==> src/rtl/dana_fifo_pkg.sv <==
// Shared constants and sizing helpers for the SRAM-backed DANA FIFOs.
package dana_fifo_pkg;

   localparam int unsigned SKID_DEPTH = 2;

   function automatic int unsigned clog2(input int unsigned value);
      int unsigned result;
      result = 0;
      for (int unsigned i = 0; i < 32; i++) begin
         if ((32'd1 << i) < value) result = i + 1;
      end
      return result;
   endfunction

   // io_count spans 0..DEPTH+SKID_DEPTH, so it needs two bits beyond the pointer width.
   function automatic int unsigned cnt_width(input int unsigned lg_depth);
      return lg_depth + 2;
   endfunction

endpackage

==> src/rtl/sram_r1_w1_rw0.sv <==
// Simple dual-port SRAM: one synchronous write port, one read port with registered output.
module sram_r1_w1_rw0 #(
   parameter int unsigned WIDTH    = 8,
   parameter int unsigned DEPTH    = 64,
   parameter int unsigned LG_DEPTH = 6
) (
   input  logic                clk,
   input  logic                reR,
   input  logic [LG_DEPTH-1:0] addrR,
   output logic [WIDTH-1:0]    doutR,
   input  logic                weW,
   input  logic [LG_DEPTH-1:0] addrW,
   input  logic [WIDTH-1:0]    dinW
);

   logic [WIDTH-1:0] mem_q [DEPTH];
   logic [WIDTH-1:0] dout_q;

   always_ff @(posedge clk) begin
      if (weW) mem_q[addrW] <= dinW;
      if (reR) dout_q <= mem_q[addrR];
   end

   assign doutR = dout_q;

endmodule

==> src/rtl/sram_fifo.sv <==
// Ready/valid FIFO storing entries in an SRAM; a 2-entry skid buffer hides the
// one-cycle read latency so the consumer sees show-ahead data at full rate.
module sram_fifo
   import dana_fifo_pkg::*;
#(
   parameter int unsigned WIDTH    = 8,
   parameter int unsigned DEPTH    = 64,
   parameter int unsigned LG_DEPTH = 6
) (
   input  logic                             clk,
   input  logic                             reset,
   input  logic                             io_enq_valid,
   output logic                             io_enq_ready,
   input  logic [WIDTH-1:0]                 io_enq_bits,
   output logic                             io_deq_valid,
   input  logic                             io_deq_ready,
   output logic [WIDTH-1:0]                 io_deq_bits,
   output logic [cnt_width(LG_DEPTH)-1:0]   io_count
);

   localparam int unsigned CntW   = LG_DEPTH + 1;
   localparam int unsigned CountW = cnt_width(LG_DEPTH);
   localparam logic [CntW-1:0] DepthCnt = CntW'(DEPTH);

   logic [LG_DEPTH-1:0] wr_ptr_q, wr_ptr_d;
   logic [LG_DEPTH-1:0] rd_ptr_q, rd_ptr_d;
   logic [CntW-1:0]     sram_cnt_q, sram_cnt_d;
   logic                inflight_q, inflight_d;
   logic [1:0]          occ_q, occ_d;
   logic [WIDTH-1:0]    skid_q [SKID_DEPTH];
   logic [WIDTH-1:0]    skid_d [SKID_DEPTH];

   logic             enq_fire, deq_fire, rd_issue, push;
   logic [1:0]       pending;
   logic [WIDTH-1:0] sram_dout;

   assign io_enq_ready = !reset && (sram_cnt_q < DepthCnt);
   assign io_deq_valid = (occ_q != 2'd0);
   assign io_deq_bits  = skid_q[0];
   assign io_count     = CountW'(sram_cnt_q) + CountW'(inflight_q) + CountW'(occ_q);

   assign enq_fire = io_enq_valid && io_enq_ready;
   assign deq_fire = io_deq_valid && io_deq_ready;
   assign push     = inflight_q;

   // Only issue a read when its data is guaranteed a free skid slot on arrival.
   assign pending  = occ_q + {1'b0, inflight_q} - {1'b0, deq_fire};
   assign rd_issue = !reset && (sram_cnt_q != '0) && (pending < 2'(SKID_DEPTH));

   sram_r1_w1_rw0 #(
      .WIDTH    (WIDTH),
      .DEPTH    (DEPTH),
      .LG_DEPTH (LG_DEPTH)
   ) u_sram (
      .clk   (clk),
      .reR   (rd_issue),
      .addrR (rd_ptr_q),
      .doutR (sram_dout),
      .weW   (enq_fire),
      .addrW (wr_ptr_q),
      .dinW  (io_enq_bits)
   );

   always_comb begin
      wr_ptr_d   = wr_ptr_q;
      rd_ptr_d   = rd_ptr_q;
      inflight_d = rd_issue;
      occ_d      = occ_q;
      skid_d     = skid_q;
      sram_cnt_d = sram_cnt_q + CntW'(enq_fire) - CntW'(rd_issue);

      if (enq_fire) wr_ptr_d = wr_ptr_q + LG_DEPTH'(1);
      if (rd_issue) rd_ptr_d = rd_ptr_q + LG_DEPTH'(1);

      unique case ({deq_fire, push})
         2'b10: begin
            skid_d[0] = skid_q[1];
            occ_d     = occ_q - 2'd1;
         end
         2'b01: begin
            if (occ_q == 2'd0) skid_d[0] = sram_dout;
            else               skid_d[1] = sram_dout;
            occ_d = occ_q + 2'd1;
         end
         2'b11: begin
            if (occ_q == 2'd1) begin
               skid_d[0] = sram_dout;
            end else begin
               skid_d[0] = skid_q[1];
               skid_d[1] = sram_dout;
            end
         end
         default: ;
      endcase
   end

   always_ff @(posedge clk) begin
      if (reset) begin
         wr_ptr_q   <= '0;
         rd_ptr_q   <= '0;
         sram_cnt_q <= '0;
         inflight_q <= 1'b0;
         occ_q      <= 2'd0;
      end else begin
         wr_ptr_q   <= wr_ptr_d;
         rd_ptr_q   <= rd_ptr_d;
         sram_cnt_q <= sram_cnt_d;
         inflight_q <= inflight_d;
         occ_q      <= occ_d;
      end
   end

   // Skid data needs no reset: occ_q alone decides what is visible.
   always_ff @(posedge clk) begin
      skid_q <= skid_d;
   end

endmodule

==> config.mk <==
export PLATFORM = sky130hd
export DESIGN_NAME = sram_fifo
export DESIGN_NICKNAME = d
export VERILOG_FILES = /design/src/rtl/dana_fifo_pkg.sv /design/src/rtl/sram_r1_w1_rw0.sv /design/src/rtl/sram_fifo.sv
export SDC_FILE = /design/constraint.sdc
export NUM_CORES = 1
export LEC_CHECK = 0
export CAP_MARGIN = 30
export CORE_AREA = 2 2 195 197
export CTS_BUF_LIST = sky130_fd_sc_hd__clkbuf_2 sky130_fd_sc_hd__clkbuf_4 sky130_fd_sc_hd__clkbuf_8
export DETAILED_ROUTE_END_ITERATION = 16
export DIE_AREA = 0 0 197 199
export GPL_ROUTABILITY_DRIVEN = 0
export PLACE_DENSITY = 0.76
export SLEW_MARGIN = 20
export SYNTH_ARGS = -nofsm -noshare
export SYNTH_HDL_FRONTEND = slang
export SYNTH_SLANG_ARGS = --single-unit
==> constraint.sdc <==
create_clock -name clk -period 4.4 [get_ports clk]
set_clock_uncertainty 0.2 [all_clocks]
set_input_delay 0.66 -clock clk [delete_from_list [all_inputs] [get_ports clk]]
set_output_delay 0.66 -clock clk [all_outputs]
set_load 0.03 [all_outputs]
==> impl_metrics.tcl, run 1 <==
set metrics [dict create \
    die-width_um 197 \
    cp-end-kind "register" \
    portBuffers 29 \
    numCtsBuffers 85 \
    drc_errors 0 \
    syn-num-nets 1166 \
    worstPathArrival_ps 4220 \
    cts_tree "built" \
    grt_use_met3_pct 5.49 \
    final_common_cell "edfxtp_1" \
    die_h_um 199 \
    final_cell_mix "edfxtp_1 (536), mux4_2 (120), clkbuf_8 (92), nor2_1 (89), buf_4 (81)" \
    cap_violations 0 \
    drive_gt1_share_pct 27.2 \
    max_slew_margin_pct 39.7 \
    drtPass1Iterations 5 \
    hpwl_um 29600 \
    timing.critical_path.buf_inv 2 \
    drt_iter0_markers 1076 \
    crit_required_ps 4710 \
    fp.dieArea_um2 39200 \
    cts-root-buf "clkbuf_8" \
    final_max_slew_viol_count 0 \
    met2_usage_pct 39.4 \
    clk_pin_slew_worst_paths_ps 60 \
    combPwrFrac_pct 22.1 \
    clkPwrFrac_pct 30.5 \
    vias_per_cell 6.27 \
    synth_top_area_share_pct 72.8 \
    coreArea_um2 37100 \
    start_util_pct 59.5 \
    start_kind "register" \
    cpMostUsedCell "ha_1" \
    met1_usage_pct 34.1 \
    ant_nets 0 \
    holdBufCountCts 0 \
    setup_viol 0 \
    cts_resized 0 \
    overflow 0 \
    seqPwrFrac_pct 47.4 \
    postSynthAreaPerCell_um2 19.5 \
    num_io_pins 30 \
    min_path_type "in2reg" \
    nFillCells 2355 \
    max_freq_mhz 256 \
    crit_fanout 7 \
    synth-seq-area-share_pct 74.8 \
    cts_max_level 3 \
    internal_power_w 0.00963 \
    yosysUniqueCellTypes 47 \
    netlist_instances 1132 \
    fin_crit_ps 3910 \
    synth_edf_count 536 \
    r2r-start "occ_q[1]$_SDFFE_PP0P_" \
    wl_um 47300 \
    drt-wirelength-per-cell_um 26.1 \
    cp-startpoint "occ_q[1]$_SDFFE_PP0P_" \
    rows 71 \
    peakVddDrop_mv 0.324 \
    status "completed" \
    synth_warnings 0 \
    fin_crit_sh_pct 88.9 \
    crit_chain "inv_1 > ha_1 > or4b_1 > o21ai_2 > xnor2_1 > nor2_1 > ha_1 > inv_1 > ha_1 > fa_1 > a21oi_1 > o21bai_1 > a21oi_1 > o21bai_1 > mux2_2" \
    area_delta_synth_final_pct 13.1 \
    ys.flop_type "edfxtp_1" \
    slowest_delay_ps 530 \
    grt_max_degree 65 \
    top_usage_layer "met2" \
    power_leakage_nw 8.03 \
    p_sw_share_pct 27.4 \
    synth_seq_cells 558 \
    grt_use_total_pct 25.0 \
    power_density_nw_per_um2 530 \
    cts_sinks 558 \
    worstMarginPinSlew_ps 901 \
    post-cts-setup-buffers 0 \
    rsz0062_at_grt "false" \
    layout.nets 1307 \
    critical_path_class "reg2reg" \
    antenna_cells 0 \
    antenna_found_initial 0 \
    timing.setup.tns_ps 0 \
    hp-start "io_enq_bits[5]" \
    clock_latency_ps 640 \
    clk_path_buf_depth 3 \
    via_count 11400 \
    critPathTopFamily "adder cells" \
    grt_pass1_vias 11500 \
    yosysTopAreaCell "edfxtp_1" \
    synthTopCellsByArea "edfxtp_1 (73%), mux4_2 (12%), dfxtp_1 (2.0%)" \
    synth-async-reset-ratio_pct 0 \
    synthesis.area_um2 22100 \
    post-route-util_pct 67.3 \
    critPathSlowestCell "or4b_1" \
    finalHoldViolCount 0 \
    grt_first_pass_wirelength_um 70300 \
    switchingPower_w 0.00364 \
]
final timing paths:
| check | depth (start not counted) | endpoint | slack, ps |
|---|---|---|---|
| worst max-delay path | 15 | sram_cnt_q[6]$_SDFF_PP0_ | 490 |
| worst min-delay path | 1 | u_sram.mem_q[50][5]$_DFFE_PP_ | 230 |
| worst max register to register | 15 | sram_cnt_q[6]$_SDFF_PP0_ | 490 |
| worst min register to register | 0 | skid_q[0]$_DFFE_PP_ | 260 |
power groups by stage:
stage	sequential (W)	combinational (W)	clock (W)
floorplan	0.00623	0.00227	0
global placement	0.00640	0.00289	0
detailed placement	0.00640	0.00294	0
CTS	0.00629	0.00295	0.00411
global route	0.00632	0.00314	0.00435
finish	0.00629	0.00293	0.00404
metal layers:
metal	wire length (µm)	vias up
li1	-	4881
met2	22900	573
met4	1790	0
met1	18500	5806
met3	4160	111
met5	0	-
sequential cells by signal, summed over array words and instances, names as in the netlist:
name          flops
u_sram.mem_q    512
u_sram.doutR      8
io_deq_bits       8
occ_q             2
sram_cnt_q        7
skid_q            8
rd_ptr_q          6
inflight_q        1
wr_ptr_q          6
Yosys cell counts, drive strengths merged (19+ instances only):
library cell and instances:
mux4 120, inv 19, a22oi 40, edfxtp 536
buf 33, a21oi 20, mux2i 34, ha 19
nor2 89, clkbuf 32, nand2 30, dfxtp 22
metrics by stage:
| step | instance area [µm²] | total power, W | cells | hold WS (ps) | setup WS, ps |
|---|---|---|---|---|---|
| after CTS | 25000 | 0.0134 | 1811 | 258 | 496 |
| after floorplan | 22100 | 0.00850 | 1132 | 227 | 564 |
| after detailed placement | 23300 | 0.00935 | 1657 | 244 | 169 |
| after global routing | 25000 | 0.0138 | 1814 | 219 | 206 |
| after global placement | 23300 | 0.00929 | 1655 | 243 | 233 |
| final | 25000 | 0.0133 | 1814 | 231 | 489 |
layout make-up:
cell class	instances	area, µm²	share of cell area [%]
tap	474	593	2.37
multi-input combinational	490	5150	20.6
clock buffer	119	1470	5.87
timing repair buffer	119	1020	4.09
clock inverter	35	159	0.635
inverter	19	71.3	0.285
sequential	558	16500	66.2
cells by family after synthesis:
family	after synthesis	share of synthesized area, %
buf+inv	84	1.91
compound gates	120	3.83
mux	156	13.9
flops	558	74.8
xor+xnor	16	0.634
fa+ha+maj	22	1.35
simple gates	176	3.61
No activity file was read; power rests on OpenSTA's default activity.
==> inputs of run 2 (changes only) <==
CORE_AREA = 2 2 149 259   (was 2 2 195 197)
DIE_AREA = 0 0 151 261   (was 0 0 197 199)
HOLD_SLACK_MARGIN = 0.1   (was unset)
TNS_END_PERCENT = 50   (was unset)
==> run 2 against run 1 <==
  * Worst hold slack improved by 31 ps
  * Largest cell class unchanged
  * Non-clock buffer count fell by 48
  * Critical path depth shrank 8
  * Sequential power about the same
  * Clock power down 2%
  * Critical endpoint is now io_count[6]
  * Power down 0.96%
  * Worst setup slack better by 140 ps
  * Final cell count decreased by 3.5%
  * First-iteration DRC count shrank 3.1%
==> impl_metrics.tcl, run 2 (synthesis results as in run 1) <==
set metrics [dict create \
    status "completed" \
    place_area_um2 23000 \
    regMostFlops "u_sram.mem_q" \
    drtPass1Iterations 5 \
    setup_ws_ps 630 \
    grt_use_total_pct 24.9 \
    final_cell_mix "edfxtp_1 (536), mux4_2 (120), nor2_1 (89), clkbuf_8 (81), a22oi_1 (40)" \
    num_io_pins 30 \
    start_kind "register" \
    wl_um 46900 \
    antenna_found_initial 1 \
    combPwrFrac_pct 22.3 \
    setup_viol 0 \
    power_leakage_nw 7.71 \
    drive_gt1_share_pct 23.6 \
    drc_errors 0 \
    p_total_w 0.0131 \
    numCtsBuffers 75 \
    cts_sinks 558 \
    area_delta_synth_final_pct 11.0 \
    clock_latency_ps 640 \
    rows 94 \
    critical_path_class "reg2out" \
    timing.setup.tns_ps 0 \
    fin_crit_ps 3770 \
    clk_pin_slew_worst_paths_ps 60 \
    crit_fanout 8 \
    worstMarginPinSlew_ps 973 \
    fin_area_um2 24500 \
    slowest_delay_ps 690 \
    start_util_pct 59.1 \
    fp.dieArea_um2 39400 \
    cts_tree "built" \
    peakVddDrop_mv 0.318 \
    drt-wirelength-per-cell_um 26.8 \
    max_freq_mhz 265 \
    r2r-start "occ_q[1]$_SDFFE_PP0P_" \
    via_count 11100 \
    die_h_um 261 \
    cts_resized 0 \
    place_ws_ps 359 \
    coreArea_um2 37400 \
    ant_nets 0 \
    crit_chain "inv_1 > fa_1 > inv_1 > fa_1 > nand3_1 > xnor2_1 > clkdlybuf4s50_1" \
    portBuffers 29 \
    die-width_um 151 \
    power_density_nw_per_um2 535 \
    rsz0062_at_grt "false" \
    post-cts-setup-buffers 0 \
    hpwl_um 30300 \
    critPathSlowestCell "clkdlybuf4s50_1" \
    final_common_cell "edfxtp_1" \
    cts_max_level 3 \
    worstPathArrival_ps 2910 \
    largest_reg_flops 512 \
    finalHoldViolCount 0 \
    p_sw_share_pct 27.0 \
    grt_max_degree 65 \
    clk_path_buf_depth 3 \
    final_max_slew_viol_count 0 \
    cp-startpoint "inflight_q$_SDFF_PP0_" \
    cp-end-kind "primary output" \
    seqPwrFrac_pct 47.6 \
    regToRegSetupSlack_ps 650 \
    crit_required_ps 3540 \
    min_path_type "reg2reg" \
    cap_violations 0 \
    drt_iter0_markers 1043 \
    holdBufCountCts 0 \
    internal_power_w 0.00959 \
    cts-root-buf "clkbuf_8" \
    vias_per_cell 6.31 \
    max_slew_margin_pct 35.0 \
    reg2reg_depth 15 \
    switchingPower_w 0.00355 \
    layout.nets 1249 \
    r2r-end "sram_cnt_q[6]$_SDFF_PP0_" \
    grt_first_pass_wirelength_um 70100 \
    fin_crit_sh_pct 85.7 \
    clkPwrFrac_pct 30.1 \
    grt_pass1_vias 11400 \
    overflow 0 \
    endpoint "io_count[6]" \
]
==> run 2: cell count changes in the layout (fill, tap and decap cells not counted), sizes merged <==
cell,previous run,this run
buf,97,50
diode,0,1
clkbuf,120,106
bufinv,0,4
clkinvlp,3,1
inv,20,19
clkinv,31,21
==> run 2: power groups by stage <==
stage | Combinational, W | Sequential [W] | Clock, W
5_1_grt | 0.00314 | 0.00627 | 0.00421
3_5_place_dp | 0.00295 | 0.00637 | 0
2_1_floorplan | 0.00227 | 0.00623 | 0
4_1_cts | 0.00296 | 0.00626 | 0.00401
3_3_place_gp | 0.00289 | 0.00637 | 0
6_report | 0.00292 | 0.00626 | 0.00396
==> run 2: layout make-up <==
class	instances	area (µm²)
Tap cell	480	601
Clock inverter	26	211
Sequential cell	558	16500
Antenna cell	1	2.50
Clock buffer	106	1300
Inverter	19	71.3
Fill cell	2453	12900
Timing Repair Buffer	71	657
Multi-Input combinational cell	490	5150
==> run 2: routing by layer <==
| metal | track usage, % | vias up | share of wire (%) |
|---|---|---|---|
| met1 | 29.6 | 5682 | 34 |
| met2 | 44.0 | 495 | 55 |
| met3 | 3.94 | 119 | 6.1 |
| li1 | - | 4755 | - |
| met4 | 12.3 | 0 | 4.8 |
| met5 | 0 | - | 0 |
==> run 2: stage by stage <==
| stage | utilization (%) | hold WS [ps] | std cells |
|---|---|---|---|
| finish | 65.6 | 262 | 1751 |
| global route | 65.6 | 272 | 1751 |
| CTS | 65.5 | 254 | 1749 |
| detailed placement | 61.5 | 246 | 1617 |
| global placement | 61.3 | 241 | 1612 |
| floorplan | - | 227 | 1132 |
==> run 2: how the worst min path moves through the flow <==
stage | startpoint | endpoint | slack, ps | cells past startpoint
floorplan | u_sram.doutR[0]$_DFFE_PP_ | skid_q[0]$_DFFE_PP_ | 230 | 0
global placement | u_sram.doutR[5]$_DFFE_PP_ | skid_q[5]$_DFFE_PP_ | 240 | 0
detailed placement | u_sram.doutR[6]$_DFFE_PP_ | skid_q[6]$_DFFE_PP_ | 250 | 0
CTS | io_enq_bits[5] | u_sram.mem_q[4][5]$_DFFE_PP_ | 250 | 1
global route | u_sram.doutR[5]$_DFFE_PP_ | skid_q[5]$_DFFE_PP_ | 270 | 0
finish | u_sram.doutR[5]$_DFFE_PP_ | skid_q[5]$_DFFE_PP_ | 260 | 0
==> run 2: critical path: cells and delay by family (launching register included) <==
| kind | cells | cell delay [ps] |
|---|---|---|
| DFF | 1 | 450 |
| buffers and inverters | 3 | 890 |
| adders and majority gates | 2 | 670 |
| and+or+nand+nor | 1 | 110 |
| xor gates and xnor gates | 1 | 160 |
